### config.mk
export PLATFORM = sky130hd
export DESIGN_NAME = keypad_operand_entry_flat
export DESIGN_NICKNAME = d
export VERILOG_FILES = /design/src/rtl/keypad_operand_entry_if.sv /design/src/rtl/keypad_operand_entry.sv /design/src/flat_wrapper.sv
export SDC_FILE = /design/constraint.sdc
export NUM_CORES = 1
export LEC_CHECK = 0
export CORE_MARGIN = 5
export CORE_UTILIZATION = 25
export DETAILED_ROUTE_END_ITERATION = 8
export PLACE_DENSITY_LB_ADDON = 0.2
export REMOVE_ABC_BUFFERS = 1
export SLEW_MARGIN = 20
export SYNTH_ARGS = -nofsm -noshare
export SYNTH_HDL_FRONTEND = slang
export SYNTH_SLANG_ARGS = --single-unit
### constraint.sdc
create_clock -name clk -period 3.1 [get_ports clk]
set_input_delay 0.31 -clock clk [delete_from_list [all_inputs] [get_ports clk]]
set_output_delay 0.31 -clock clk [all_outputs]
set_load 0.01 [all_outputs]
### src/rtl/keypad_operand_entry_if.sv
// Operand hand-off from keypad entry to the arithmetic/display stage.
// The master drives operands/op_code/out_valid; the slave returns out_ready.
interface keypad_operand_entry_if #(
    parameter int unsigned OP_W = 10
);
    logic [OP_W-1:0] operand_a;
    logic [OP_W-1:0] operand_b;
    logic [1:0]      op_code;
    logic            out_valid;
    logic            out_ready;

    modport master (
        output operand_a,
        output operand_b,
        output op_code,
        output out_valid,
        input  out_ready
    );

    modport slave (
        input  operand_a,
        input  operand_b,
        input  op_code,
        input  out_valid,
        output out_ready
    );
endinterface

### src/rtl/keypad_operand_entry.sv
// Debounces scanned keypad codes into one-shot key events and assembles
// two decimal operands plus an operator for a valid/ready consumer.
module keypad_operand_entry #(
    parameter int unsigned PRESS_CYCLES   = 1024,
    parameter int unsigned RELEASE_CYCLES = 2_500_000,
    parameter int unsigned DIGITS         = 3,
    parameter int unsigned OP_W           = 10
) (
    input  logic                          clk,
    input  logic                          reset,
    input  logic [3:0]                    sample,
    keypad_operand_entry_if.master        bus,
    output logic                          key_valid,
    output logic [3:0]                    key_code,
    output logic [1:0]                    entry_state
);

    localparam int unsigned PW = (PRESS_CYCLES > 2) ? $clog2(PRESS_CYCLES) : 1;
    localparam int unsigned RW = (RELEASE_CYCLES > 2) ? $clog2(RELEASE_CYCLES) : 1;
    localparam int unsigned DW = $clog2(DIGITS + 1);

    // Press fires at the end of the cycle in which the counter holds PRESS_CYCLES-2,
    // giving key_valid exactly PRESS_CYCLES cycles after the first stable sample.
    localparam logic [PW-1:0] PRESS_LAST = PW'(PRESS_CYCLES - 2);
    localparam logic [RW-1:0] REL_LAST   = RW'(RELEASE_CYCLES - 1);
    localparam logic [DW-1:0] DIGIT_MAX  = DW'(DIGITS);

    localparam logic [3:0] KEY_NONE  = 4'hF;
    localparam logic [3:0] KEY_CLEAR = 4'hD;
    localparam logic [3:0] KEY_ENTER = 4'hE;

    typedef enum logic [1:0] {DetIdle, DetPress, DetHeld} det_e;
    typedef enum logic [1:0] {
        EntryA    = 2'b00,
        EntryB    = 2'b01,
        EntryDone = 2'b10
    } entry_e;

    // Key detector state
    det_e          det_q, det_d;
    logic [3:0]    cand_q, cand_d;
    logic [PW-1:0] cnt_q, cnt_d;
    logic [RW-1:0] rel_q, rel_d;
    logic          key_valid_q, key_valid_d;
    logic [3:0]    key_code_q, key_code_d;

    always_ff @(posedge clk or posedge reset) begin
        if (reset) begin
            det_q       <= DetIdle;
            cand_q      <= KEY_NONE;
            cnt_q       <= '0;
            rel_q       <= '0;
            key_valid_q <= 1'b0;
            key_code_q  <= KEY_NONE;
        end else begin
            det_q       <= det_d;
            cand_q      <= cand_d;
            cnt_q       <= cnt_d;
            rel_q       <= rel_d;
            key_valid_q <= key_valid_d;
            key_code_q  <= key_code_d;
        end
    end

    always_comb begin
        det_d       = det_q;
        cand_d      = cand_q;
        cnt_d       = cnt_q;
        rel_d       = rel_q;
        key_valid_d = 1'b0;
        key_code_d  = key_code_q;
        case (det_q)
            DetIdle: begin
                if (sample != KEY_NONE) begin
                    cand_d = sample;
                    cnt_d  = '0;
                    det_d  = DetPress;
                end
            end
            DetPress: begin
                if (sample == KEY_NONE) begin
                    cnt_d = '0;
                    det_d = DetIdle;
                end else if (sample != cand_q) begin
                    cand_d = sample;
                    cnt_d  = '0;
                end else if (cnt_q == PRESS_LAST) begin
                    key_valid_d = 1'b1;
                    key_code_d  = cand_q;
                    cnt_d       = '0;
                    rel_d       = '0;
                    det_d       = DetHeld;
                end else begin
                    cnt_d = cnt_q + 1'b1;
                end
            end
            DetHeld: begin
                // Scan gaps look like F; only an unbroken F run longer than a scan releases.
                if (sample != KEY_NONE) begin
                    rel_d = '0;
                end else if (rel_q == REL_LAST) begin
                    rel_d = '0;
                    det_d = DetIdle;
                end else begin
                    rel_d = rel_q + 1'b1;
                end
            end
            default: det_d = DetIdle;
        endcase
    end

    // Operand entry state
    entry_e          entry_q, entry_d;
    logic [OP_W-1:0] a_q, a_d;
    logic [OP_W-1:0] b_q, b_d;
    logic [1:0]      op_q, op_d;
    logic [DW-1:0]   cnt_a_q, cnt_a_d;
    logic [DW-1:0]   cnt_b_q, cnt_b_d;

    logic            is_digit;
    logic            is_op;
    logic [1:0]      op_sel;
    logic [OP_W-1:0] digit;
    logic [OP_W-1:0] a_next;
    logic [OP_W-1:0] b_next;

    always_ff @(posedge clk or posedge reset) begin
        if (reset) begin
            entry_q <= EntryA;
            a_q     <= '0;
            b_q     <= '0;
            op_q    <= 2'b00;
            cnt_a_q <= '0;
            cnt_b_q <= '0;
        end else begin
            entry_q <= entry_d;
            a_q     <= a_d;
            b_q     <= b_d;
            op_q    <= op_d;
            cnt_a_q <= cnt_a_d;
            cnt_b_q <= cnt_b_d;
        end
    end

    always_comb begin
        is_digit = (key_code_q <= 4'd9);
        is_op    = (key_code_q == 4'hA) || (key_code_q == 4'hB) || (key_code_q == 4'hC);
        // A/B/C -> 00/01/10: low two bits plus 2, modulo 4
        op_sel   = key_code_q[1:0] + 2'b10;
        digit    = OP_W'(key_code_q);
        a_next   = (a_q << 3) + (a_q << 1) + digit;
        b_next   = (b_q << 3) + (b_q << 1) + digit;

        entry_d = entry_q;
        a_d     = a_q;
        b_d     = b_q;
        op_d    = op_q;
        cnt_a_d = cnt_a_q;
        cnt_b_d = cnt_b_q;

        if ((entry_q == EntryDone && bus.out_ready) ||
            (key_valid_q && key_code_q == KEY_CLEAR)) begin
            entry_d = EntryA;
            a_d     = '0;
            b_d     = '0;
            op_d    = 2'b00;
            cnt_a_d = '0;
            cnt_b_d = '0;
        end else if (key_valid_q) begin
            case (entry_q)
                EntryA: begin
                    if (is_digit && cnt_a_q < DIGIT_MAX) begin
                        a_d     = a_next;
                        cnt_a_d = cnt_a_q + 1'b1;
                    end else if (is_op && cnt_a_q != '0) begin
                        op_d    = op_sel;
                        cnt_b_d = '0;
                        entry_d = EntryB;
                    end
                end
                EntryB: begin
                    if (is_digit && cnt_b_q < DIGIT_MAX) begin
                        b_d     = b_next;
                        cnt_b_d = cnt_b_q + 1'b1;
                    end else if (is_op) begin
                        op_d = op_sel;
                    end else if (key_code_q == KEY_ENTER && cnt_b_q != '0) begin
                        entry_d = EntryDone;
                    end
                end
                default: ;
            endcase
        end
    end

    assign bus.operand_a = a_q;
    assign bus.operand_b = b_q;
    assign bus.op_code   = op_q;
    assign bus.out_valid = (entry_q == EntryDone);
    assign key_valid     = key_valid_q;
    assign key_code      = key_code_q;
    assign entry_state   = entry_q;

endmodule

### src/flat_wrapper.sv
// flat-port wrapper written by rule: the top's interface ports become plain ports
module keypad_operand_entry_flat 
#(
    parameter int unsigned PRESS_CYCLES   = 1024,
    parameter int unsigned RELEASE_CYCLES = 2_500_000,
    parameter int unsigned DIGITS         = 3,
    parameter int unsigned OP_W           = 10
)
  (clk, reset, sample, key_valid, key_code, entry_state, bus_operand_a, bus_operand_b, bus_op_code, bus_out_valid, bus_out_ready);
  keypad_operand_entry_if #(.OP_W(OP_W)) bus_i ();
  input  logic clk;
  input  logic reset;
  input  logic [3:0] sample;
  output logic key_valid;
  output logic [3:0] key_code;
  output logic [1:0] entry_state;
  output wire logic [$bits(bus_i.operand_a)-1:0] bus_operand_a;
  output wire logic [$bits(bus_i.operand_b)-1:0] bus_operand_b;
  output wire logic [$bits(bus_i.op_code)-1:0] bus_op_code;
  output wire logic [$bits(bus_i.out_valid)-1:0] bus_out_valid;
  input wire logic [$bits(bus_i.out_ready)-1:0] bus_out_ready;
  assign bus_operand_a = bus_i.operand_a;
  assign bus_operand_b = bus_i.operand_b;
  assign bus_op_code = bus_i.op_code;
  assign bus_out_valid = bus_i.out_valid;
  assign bus_i.out_ready = bus_out_ready;
  keypad_operand_entry #(.PRESS_CYCLES(PRESS_CYCLES), .RELEASE_CYCLES(RELEASE_CYCLES), .DIGITS(DIGITS), .OP_W(OP_W)) u_core (.clk(clk), .reset(reset), .sample(sample), .bus(bus_i), .key_valid(key_valid), .key_code(key_code), .entry_state(entry_state));
endmodule
# [Yosys cells after proc, flatten, opt, wreduce, memory -nomap -nowiden]
# Index checks and enable logic that the tools add are counted.
[op_classes] add_sub_neg=9 order_cmp=3 eq_ne=30 mux=59 bitwise_logic=2 n_reduce_logical=31
[ops] cell="two-way mux 10 bit" n=12
[ops] cell="two-way mux 22 bit" n=5
[ops] cell="two-way mux 2 bit" n=28
[ops] cell="case mux 22 bit (2 select lines)" n=1
[ops] cell="equality test 4 bit, second input constant" n=6
[ops] cell="adder 22 x 1 -> 22 bit, second input constant" n=1
[ops] cell="equality test 22 bit, second input constant" n=1
[ops] cell="adder 10 bit" n=2
[ops] cell="adder 10 x 4 -> 10 bit" n=2
[ops] cell="case mux 10 bit (2 select lines)" n=1
[ops] cell="nonzero test 2 bit" n=9
[ops] cell="inequality test 3 x 1 -> 1 bit, second input constant" n=5
[ops] cell="two-way mux 4 bit" n=3
[ops] cell="case mux 2 bit (2 select lines)" n=3
[ops] cell="AND reduction 4 bit" n=3
[ops] cell="adder 10 x 1 -> 10 bit, second input constant" n=1
[ops] cell="equality test 10 bit, second input constant" n=1
[ops] cell="AND reduction 5 bit" n=2
[ops] cell="inequality test 3 x 2 -> 1 bit, second input constant" n=3
[ops] cell="inequality test 2 x 1 -> 1 bit, second input constant" n=4
[ops] cell="case mux 4 bit (2 select lines)" n=1
[ops] cell="AND reduction 7 bit" n=1
[ops] cell="logical AND 1 bit" n=6
[ops] cell="inequality test 2 bit, second input constant" n=3
[ops] cell="18 further kinds" n=30
[totals] register_bits=71 out_inout_bits=30 word_cells=146

# [Logic depth before layout (Yosys ltp)]
[depth] depth_word=9 ltp_mapped=9 depth_no_buf=9

# [Least setup slack after synthesis]
# No wires, ideal clock.
[synth_timing] path_kind="register -> register" from="register u_core.key_code_q[3], in the netlist u_core.key_code[3]" to="register u_core.a_q[9], in the netlist u_core.bus.operand_a[9]" setup_time_ns=0.124 t_arrival_ns=2.761 t_required_ns=2.976 slack_ns=0.215 path_stages_with_launch=10 cell_sequence="dfstp_2 -> inv_1 -> fa_1 -> inv_1 -> ha_1 -> a211oi_1 -> o21bai_1 -> a2111oi_0 -> nor4_1 -> a211o_1"
[synth_via] elab_chain_cells=5 word_cells_on_any_way=14
[synth_rtl] element="start: declaration" line="keypad_operand_entry.sv:45" source="logic [3:0] key_code_q, key_code_d;"
[synth_rtl] element="start signal: assignment" line="keypad_operand_entry.sv:61" source="key_code_q <= key_code_d;"
[synth_rtl] element="adder 10 x 4 -> 10 bit or equality test 4 bit (tied branches)" line="keypad_operand_entry.sv:151, keypad_operand_entry.sv:162"
[synth_rtl] element="two-way mux 10 bit or logical AND 1 bit (tied branches)" line="keypad_operand_entry.sv:172, keypad_operand_entry.sv:162"
[synth_rtl] element="two-way mux 10 bit or logical OR 1 bit (tied branches)" line="keypad_operand_entry.sv:170, keypad_operand_entry.sv:161"
[synth_rtl] element="two-way mux 10 bit or nonzero test 2 bit (tied branches)"
[synth_rtl] element="two-way mux 10 bit or AND reduction 3 bit (tied branches)"
[synth_rtl] element="end signal: assignment" line="keypad_operand_entry.sv:130" source="a_q <= '0;"
[synth_rtl] element="end signal: assignment" line="keypad_operand_entry.sv:137" source="a_q <= a_d;"
[synth_rtl] element="end: declaration" line="keypad_operand_entry.sv:114" source="logic [OP_W-1:0] a_q, a_d;"
# Several ways; a longest one is shown, not always the timed one. The select of a mux whose other input is x is not followed.
# A chain may end at the register's enable or synchronous reset.

# [Worst setup path after layout]
# Same ends and word-level chain as after synthesis.

==> results summary <==
The flow ran to the end, and the final reports show no timing, DRC or antenna violations. The first-pass GRT wire length is approximately 19 mm. The xor/xnor share of the synthesized area came out at 0.0440. The standby leakage power came out at about 2.6 nW. Synthesis inferred between 70 and 80 register bits. The tree is rooted in a sky130_fd_sc_hd__clkbuf_16. The fraction of synthesis flops using an asynchronous set or reset pin came out at 1.00.

The number of inserted diodes came out at 0. The congestion estimate from routability-driven global placement came to slightly below 0.8. The worst pin sits at a relative slew slack of 0.479. The net count reported at finish is roughly 540. During synthesis, Yosys emitted a total of 0 warnings. By area the synthesized netlist is led by sky130_fd_sc_hd__dfrtp_1 (34%), sky130_fd_sc_hd__ha_1 (9.6%), sky130_fd_sc_hd__dfstp_2 (4.6%). Across the whole layout, storage elements account for about 1800 um2. The dominant delay contributor by cell family on the critical path is compound AO/OA/AOI/OAI gates. The count of buffer and inverter cells on the critical path is 2. The peak supply drop is between 0.2 and 0.25 mV.

The clock slew seen by the registers of the worst setup and hold paths came out at roughly 0.06 ns. The number of global-route vias before repair came out at 3744. The floorplan step defined a core boundary enclosing 18000 um2.

TritonCTS built the clock tree. Entering global routing, the biggest net connects ~70 pins. Of the cells placed in the final design, the portion with a size suffix greater than 1 is 0.134. Once layout is complete, the utilization of the core stands at 0.309.

Global routing finished with a remaining overflow of 0. The critical path goes through inv_1 > fa_1 > inv_1 > ha_1 > a211oi_1 > o21bai_1 > a2111oi_1 > nor4_1 > a211o_1. Compared with the post-synthesis result, the final layout area differs by 21.6%. In this run the top signal layer used is met4. The ratio of final minimum period to clock period came out at 0.939. The initial detailed-routing violation count is around 240.

The number of enable-type register cells in the synthesized netlist came out at 0. The class of the most critical hold timing path is in -> async. The mean area per synthesized cell is about 10 um2. The mean routed wirelength per cell is between 15 and 20 um. The total routing usage reported by global routing is 0.107.

The area of the multi-input gates is 2630 um2. The number of rows in the core area is between 40 and 50. The count of antenna-violating nets left after detailed routing came out at 0. The fraction of synthesized cell area taken by the top area cell type came out at 0.344.

The layout has between 1500 and 2000 filler cells. The top flip-flop cell by instance count after synthesis is sky130_fd_sc_hd__dfrtp_1. The number of distinct standard cells referenced by the synthesized netlist is 67. The final critical-path required period is a little under 3 ns.

Along the worst path, the maximum fanout reaches 3. The delay of the slowest cell on the worst path came out at between 0.5 and 0.6 ns. The width of the die came out at 145 um. The initial standard-cell utilization of the core is 0.254. The commonest cells after synthesis are sky130_fd_sc_hd__dfrtp_1 (63), sky130_fd_sc_hd__ha_1 (35), sky130_fd_sc_hd__nand2_1 (31).

The first detailed-routing pass took 4 iterations. The register area share after synthesis came out at 0.390. The overall die height came out at approximately 150 um.

The number of antenna violations at the first check in global routing is 0. The number of top-level pins is 37. The required time of the worst setup path came out at 3.32 ns. The number of buffers added to fix hold violations after cts came out at 0. The maximum clock path buffer count is 2. The number of setup violations in the final report is 0.

The number of resized instances in the post-cts repair step came out at 0. The area share of and/or/nand/nor cells after synthesis came out at 0.206. The logic depth of the worst register-to-register path came out at 9. By instance count, the leading cell after synthesis is sky130_fd_sc_hd__dfrtp_1. The number of clock buffers added by TritonCTS is 9. Among the stages of the critical path, the cell type that occurs most often is sky130_fd_sc_hd__inv_1. The data arrival time of the critical path is about 3.1 ns. Summing over every cut layer, the via total after detailed routing is 3659. Timing would allow up to between 300 and 400 MHz.

The fraction of synthesized area in multiplexers is 0.0429. The endpoint of the worst-slack reg-to-reg timing path is u_core.bus.operand_a[9]. The number of sinks handled by clock tree synthesis came out at 71. The number of instances in the synthesized netlist came out at 455. The total wirelength of the detailed-routed design is 11.1 mm. The via count normalized by instance count is between 5 and 6.

The final sum of negative setup slack came out at 0 ns. The summed instance area of the synthesized netlist is 4580 um2. The number of slew-limit violations in the final report was 0. The post-layout total power came out at 2.25 mW.

Of the total synthesized cell area, the portion taken by full adders, half adders and majority gates is 0.113. Across the run, the number of max-cap violations was 0. After synthesis, the largest family of logic cells by area is simple AND/OR/NAND/NOR gates.

The hold violation count in the final report is 0. The number of DRC violations after detailed routing came out at 0. The setup slack of the most critical reg-to-reg path came out at 0.19 ns. The startpoint identified for the worst register-to-register timing path is u_core.key_code[3]. The power density over the cells came out at between 400 and 500 nW/um2. The overall die area came out at 21100 um2. The clock skew came out at about 0.012 ns. Summed over all nets, wire length on met2 after detailed routing comes to 5.19 mm. The estimated wirelength of the detail-placed design came out at slightly below 8 mm. The slowest stage of the critical path belongs to the cell sky130_fd_sc_hd__dfstp_2. Wire segments on met3 add up to between 300 and 400 um in the final route.

The clock network latency to the later pin of the worst-skew pair is 0.34 ns. The post-synthesis compound-gate area fraction came to 0.168. The type of the setup path with the least slack is reg -> reg. The leading area contributor after synthesis is sky130_fd_sc_hd__dfrtp_1. The number of port buffers came out at 36.

At the pin with the least slew margin, the transition time is 0.781 ns. The critical path runs through a total of 9 cells. The met1 routed wirelength after detailed routing is between 5 and 6 mm. STA classifies the critical path startpoint as a register.

The number of H-tree levels is 3. The post-CTS repair timing setup buffer count is 0. Setup repair after global routing left no endpoint under its margin. The worst setup path is captured at a register.
-- per-stage QoR --
stage | hold WS [ns] | cells | setup WS, ns | cell area (um2)
floorplan | 0.462 | 440 | 0.215 | 4490
global placement | 0.491 | 713 | 0.163 | 5210
detailed placement | 0.490 | 713 | 0.124 | 5210
CTS | 0.404 | 729 | 0.103 | 5560
global route | 0.444 | 729 | 0.0249 | 5560
finish | 0.382 | 729 | 0.190 | 5560
-- cell families (layout without fill, tap and decap cells) --
group,Yosys count,in the layout
and+or+nand+nor,160,160
AOI/OAI and AO/OA,108,108
DFF,71,71
adders and majority gates,39,39
buffers and inverters,36,81
xor gates and xnor gates,23,23
muxes,18,18
-- sequential cells by signal, summed over array words and instances, names as in the netlist --
| name | flops |
|---|---|
| u_core.bus.op_code | 2 |
| u_core.bus.operand_a | 10 |
| u_core.bus.operand_b | 10 |
| u_core.cand_q | 4 |
| u_core.cnt_a_q | 2 |
| u_core.cnt_b_q | 2 |
| u_core.cnt_q | 10 |
| u_core.det_q | 2 |
| u_core.entry_state | 2 |
| u_core.key_code | 4 |
| u_core.key_valid | 1 |
| u_core.rel_q | 22 |
-- worst max path at each step --
stage                        from                      end  slack (ns)
6_report       u_core.key_code[3]  u_core.bus.operand_a[9]        0.19
2_1_floorplan  u_core.key_code[3]  u_core.bus.operand_a[9]        0.22
3_3_place_gp   u_core.key_code[3]  u_core.bus.operand_a[9]        0.16
5_1_grt        u_core.key_code[3]  u_core.bus.operand_a[9]        0.02
4_1_cts        u_core.key_code[3]  u_core.bus.operand_a[9]        0.10
3_5_place_dp   u_core.key_code[3]  u_core.bus.operand_a[9]        0.12
-- worst reg2reg max path, stage by stage (launching register included) --
cell	delay, ns
sky130_fd_sc_hd__dfstp_2	0.52
sky130_fd_sc_hd__inv_1	0.08
sky130_fd_sc_hd__fa_1	0.49
sky130_fd_sc_hd__inv_1	0.07
sky130_fd_sc_hd__ha_1	0.31
sky130_fd_sc_hd__a211oi_1	0.30
sky130_fd_sc_hd__o21bai_1	0.15
sky130_fd_sc_hd__a2111oi_1	0.50
sky130_fd_sc_hd__nor4_1	0.09
sky130_fd_sc_hd__a211o_1	0.28
-- layout make-up --
cell class	instances	share of cell area
clock buffer	13	0.0468
clock inverter	3	0.0162
timing repair buffer	44	0.0778
sequential	71	0.321
inverter	21	0.0142
tap	229	0.0515
multi-input combinational	348	0.472
-- metal layers --
metal	vias to the layer above	GRT usage
met5	-	0
met4	0	0.0280
met3	7	0.0302
met2	50	0.177
met1	1825	0.138
li1	1777	-
-- power by group --
group / total (mW) / switching (mW) / leakage (nW) / internal [mW]
Clock: 1.23 / 0.403 / 0.170 / 0.831
Combinational: 0.0648 / 0.0399 / 1.50 / 0.0250
Sequential: 0.954 / 0.0138 / 0.934 / 0.941
-- cell usage in the layout (no fill, tap or decap), types with 6 or more instances in the layout --
cell                              count
sky130_fd_sc_hd__dfrtp_1             63
sky130_fd_sc_hd__clkdlybuf4s50_1     36
sky130_fd_sc_hd__ha_1                35
sky130_fd_sc_hd__nand2_1             31
sky130_fd_sc_hd__o21ai_0             23
sky130_fd_sc_hd__nand3_1             22
sky130_fd_sc_hd__inv_1               20
sky130_fd_sc_hd__nor2_1              19
sky130_fd_sc_hd__a21oi_1             15
sky130_fd_sc_hd__nor3_1              15
sky130_fd_sc_hd__xnor2_1             13
sky130_fd_sc_hd__mux2_2              13
sky130_fd_sc_hd__a21o_1              12
sky130_fd_sc_hd__nand4_1             10
sky130_fd_sc_hd__and3_1              10
sky130_fd_sc_hd__xor2_1              10
sky130_fd_sc_hd__a22o_1              10
sky130_fd_sc_hd__a211o_1              9
sky130_fd_sc_hd__clkbuf_16            9
sky130_fd_sc_hd__a211oi_1             8
sky130_fd_sc_hd__dfstp_2              8
sky130_fd_sc_hd__buf_4                7
sky130_fd_sc_hd__and2_1               6
sky130_fd_sc_hd__or3_1                6
sky130_fd_sc_hd__and3_2               6
No activity file was read; power rests on OpenSTA's default activity.
==> edit, RTL diff (same settings) <==
`PRESS_CYCLES` is set to 1024 in 2 places; all go to 512.
--- a/src/rtl/keypad_operand_entry.sv
+++ b/src/rtl/keypad_operand_entry.sv
@@ -2,5 +2,5 @@
 // two decimal operands plus an operator for a valid/ready consumer.
 module keypad_operand_entry #(
-    parameter int unsigned PRESS_CYCLES   = 1024,
+    parameter int unsigned PRESS_CYCLES   = 512,
     parameter int unsigned RELEASE_CYCLES = 2_500_000,
     parameter int unsigned DIGITS         = 3,
--- a/src/flat_wrapper.sv
+++ b/src/flat_wrapper.sv
@@ -2,5 +2,5 @@
 module keypad_operand_entry_flat 
 #(
-    parameter int unsigned PRESS_CYCLES   = 1024,
+    parameter int unsigned PRESS_CYCLES   = 512,
     parameter int unsigned RELEASE_CYCLES = 2_500_000,
     parameter int unsigned DIGITS         = 3,
Formal check against the unedited RTL: same outputs for any inputs over 4 cycles, from zero or initial values and one cycle with reset high; that may be too few to reach the edited logic, so the function may still have changed.
==> edit against the unedited design <==
- combinational power decreased by 16%
- synthesized area decreased by 1.9%
- sequential cell count decreased by 1
- design area decreased by 2.6%
- routed wire length decreased by 3.8%
- setup slack improved by 0.19 ns
- synthesized cell count increased by 4.4%
- total power decreased by 9.1%
- non-clock buffer count decreased by 1
- critical path type unchanged
==> edit: results (changes against the unedited design) <==
- Leak: 2.39 nW (-8.0%)
- Worst slew margin: 63.2% (+15 points)
- Post-synthesis sequential area ratio: 39.3% (+0.22 points)
- VDD IR-drop max: 0.254 mV (+12%)
- Max incr delay on CP: 0.59 ns (+0.07 ns)
- GRT Util Overall: 10.9% (+0.22 points)
- Synth top area cells: dfrtp_1, ha_1, dfstp_2
- Vias in the first global route: 3681 (-1.7%)
- 1st-iter DRT viols: 222 (-8.3%)
- Drt first pass iters: 4 (unchanged)
- Via Count: 3634 (-0.68%)
- Post-synthesis compound-gate area fraction: 17.2% (+0.44 points)
- Largest Register: u_core.rel_q
- Estimated wirelength of the detail-placed design: 7.57 mm (-2.6%)
- Number of post-CTS setup repair buffers: 0 (unchanged)
- Top cells by instance count after synthesis: dfrtp_1, nand2_1, ha_1, inv_1, o21ai_0
- Mux cell area share after synthesis: 2.84% (-1.4 points)
- First-pass GRT wire length: 18.1 mm (-4.8%)
- Clk Latency, worst-skew pair: 0.35 ns
- Number of port buffers: 36 (unchanged)
- CP arrival: 2.94 ns (-0.19 ns)
- Async S/R FF share, synth: 100% (unchanged)
- Status: finished, final reports clean
- Hold WC Path Type: in2async
- Clk root buf: clkbuf_16
- Largest net degree at the start of global routing: 28 (-61%)
- Layout cells sized above 1: 10.2% (-3.2 points)
- Max reg flops: 22 (unchanged)
- CTS Buffer Depth: 2 (unchanged)
- Crit path from: u_core.key_code[3]
- Clk_skew: 0.0149 ns (+0.00308 ns)
- Xor and xnor area share after synthesis: 4.49% (+0.087 points)
- Wirelength per Cell: 14.2 um (-6.5%)
- H-tree levels: 3 (unchanged)
- PostCTS Resize Cnt: 0 (unchanged)
- Clk pin slew, worst setup/hold paths: 0.07 ns
- CP max-delay cell: dfstp_2
- Num CTS Buffers: 9 (unchanged)
- Diodes inserted: 0 (unchanged)
- Nets@finish: 562 (+3.9%)
- Worst Path Max Fanout: 8 (+5)
- Adder-cell area share of the yosys netlist: 11.5% (+0.22 points)
- Post-synth cell types: 60 (-10%)
- Initial antenna violation count: 0 (unchanged)
- YS warnings: 0 (unchanged)
- Int Pwr: 1.59 mW (-12%)
- RD Place Congestion: 0.821 (+3.3%)
-- edit: cell types whose count changed in the layout (fill, tap and decap cells not counted), moves of 9 or more --
cell / unedited run / this run
a21oi_1: 15 / 25
nand2_1: 31 / 56
inv_1: 20 / 34
nor2_1: 19 / 28
-- edit: final timing paths --
path	to	slack [ns]	cells after the start
worst max-delay path	u_core.bus.operand_a[8]	0.38	9
worst min-delay path	u_core.bus.operand_a[9]	0.29	2
worst max register to register	u_core.bus.operand_a[8]	0.38	9
worst min register to register	u_core.cand_q[3]	0.48	2
max in group asynchronous	u_core.key_code[0]	2.01	3
min in group clk	u_core.cand_q[3]	0.48	2
-- edit: power groups by stage --
stage               sequential, mW  clock, mW  combinational [mW]
floorplan                    0.951          0              0.0334
global placement             0.955          0              0.0560
detailed placement           0.955          0              0.0571
CTS                          0.939       1.09              0.0571
global route                 0.941       1.12              0.0641
finish                       0.939       1.05              0.0547
-- edit: critical path: cells and delay by family, from the launching register on --
family / cells / cell delay, ns
fa+ha+maj: 2 / 0.97
compound gates: 4 / 0.71
flops: 1 / 0.59
buf+inv: 2 / 0.19
xor+xnor: 1 / 0.15
-- edit: cell families (layout without fill, tap and decap cells) --
logic type | count (synthesis) | count (layout)
adder cells (fa/ha/maj) | 39 | 39
multiplexers | 12 | 12
XOR/XNOR | 23 | 23
AND/OR/NAND/NOR | 168 | 168
buffers and inverters | 48 | 94
flip-flops | 70 | 70
AO/OA/AOI/OAI | 115 | 115
-- edit: through the flow --
stage          hold WS [ns]  setup WS (ns)  area [um^2]  instances
6_report              0.286          0.384         5420        750
5_1_grt               0.346          0.145         5420        750
4_1_cts               0.312          0.354         5420        750
3_5_place_dp          0.475          0.344         5130        734
3_3_place_gp          0.475          0.397         5130        734
2_1_floorplan         0.393          0.536         4430        462
-- edit: area by class of cell --
type,instances,area (um^2)
multi-input combinational,357,2530
clock buffer,12,246
timing repair buffer,43,413
clock inverter,4,47.5
fill,1867,12400
inverter,35,131
tap,229,287
sequential,70,1760
-- edit: metal layers --
layer / share of wire (%) / vias to the layer above / global-route usage, %
met5: 0 / - / 0
met4: 1.8 / 0 / 4.46
met3: 4.2 / 13 / 2.28
met2: 47 / 54 / 17.8
met1: 47 / 1767 / 14.2
li1: - / 1800 / -
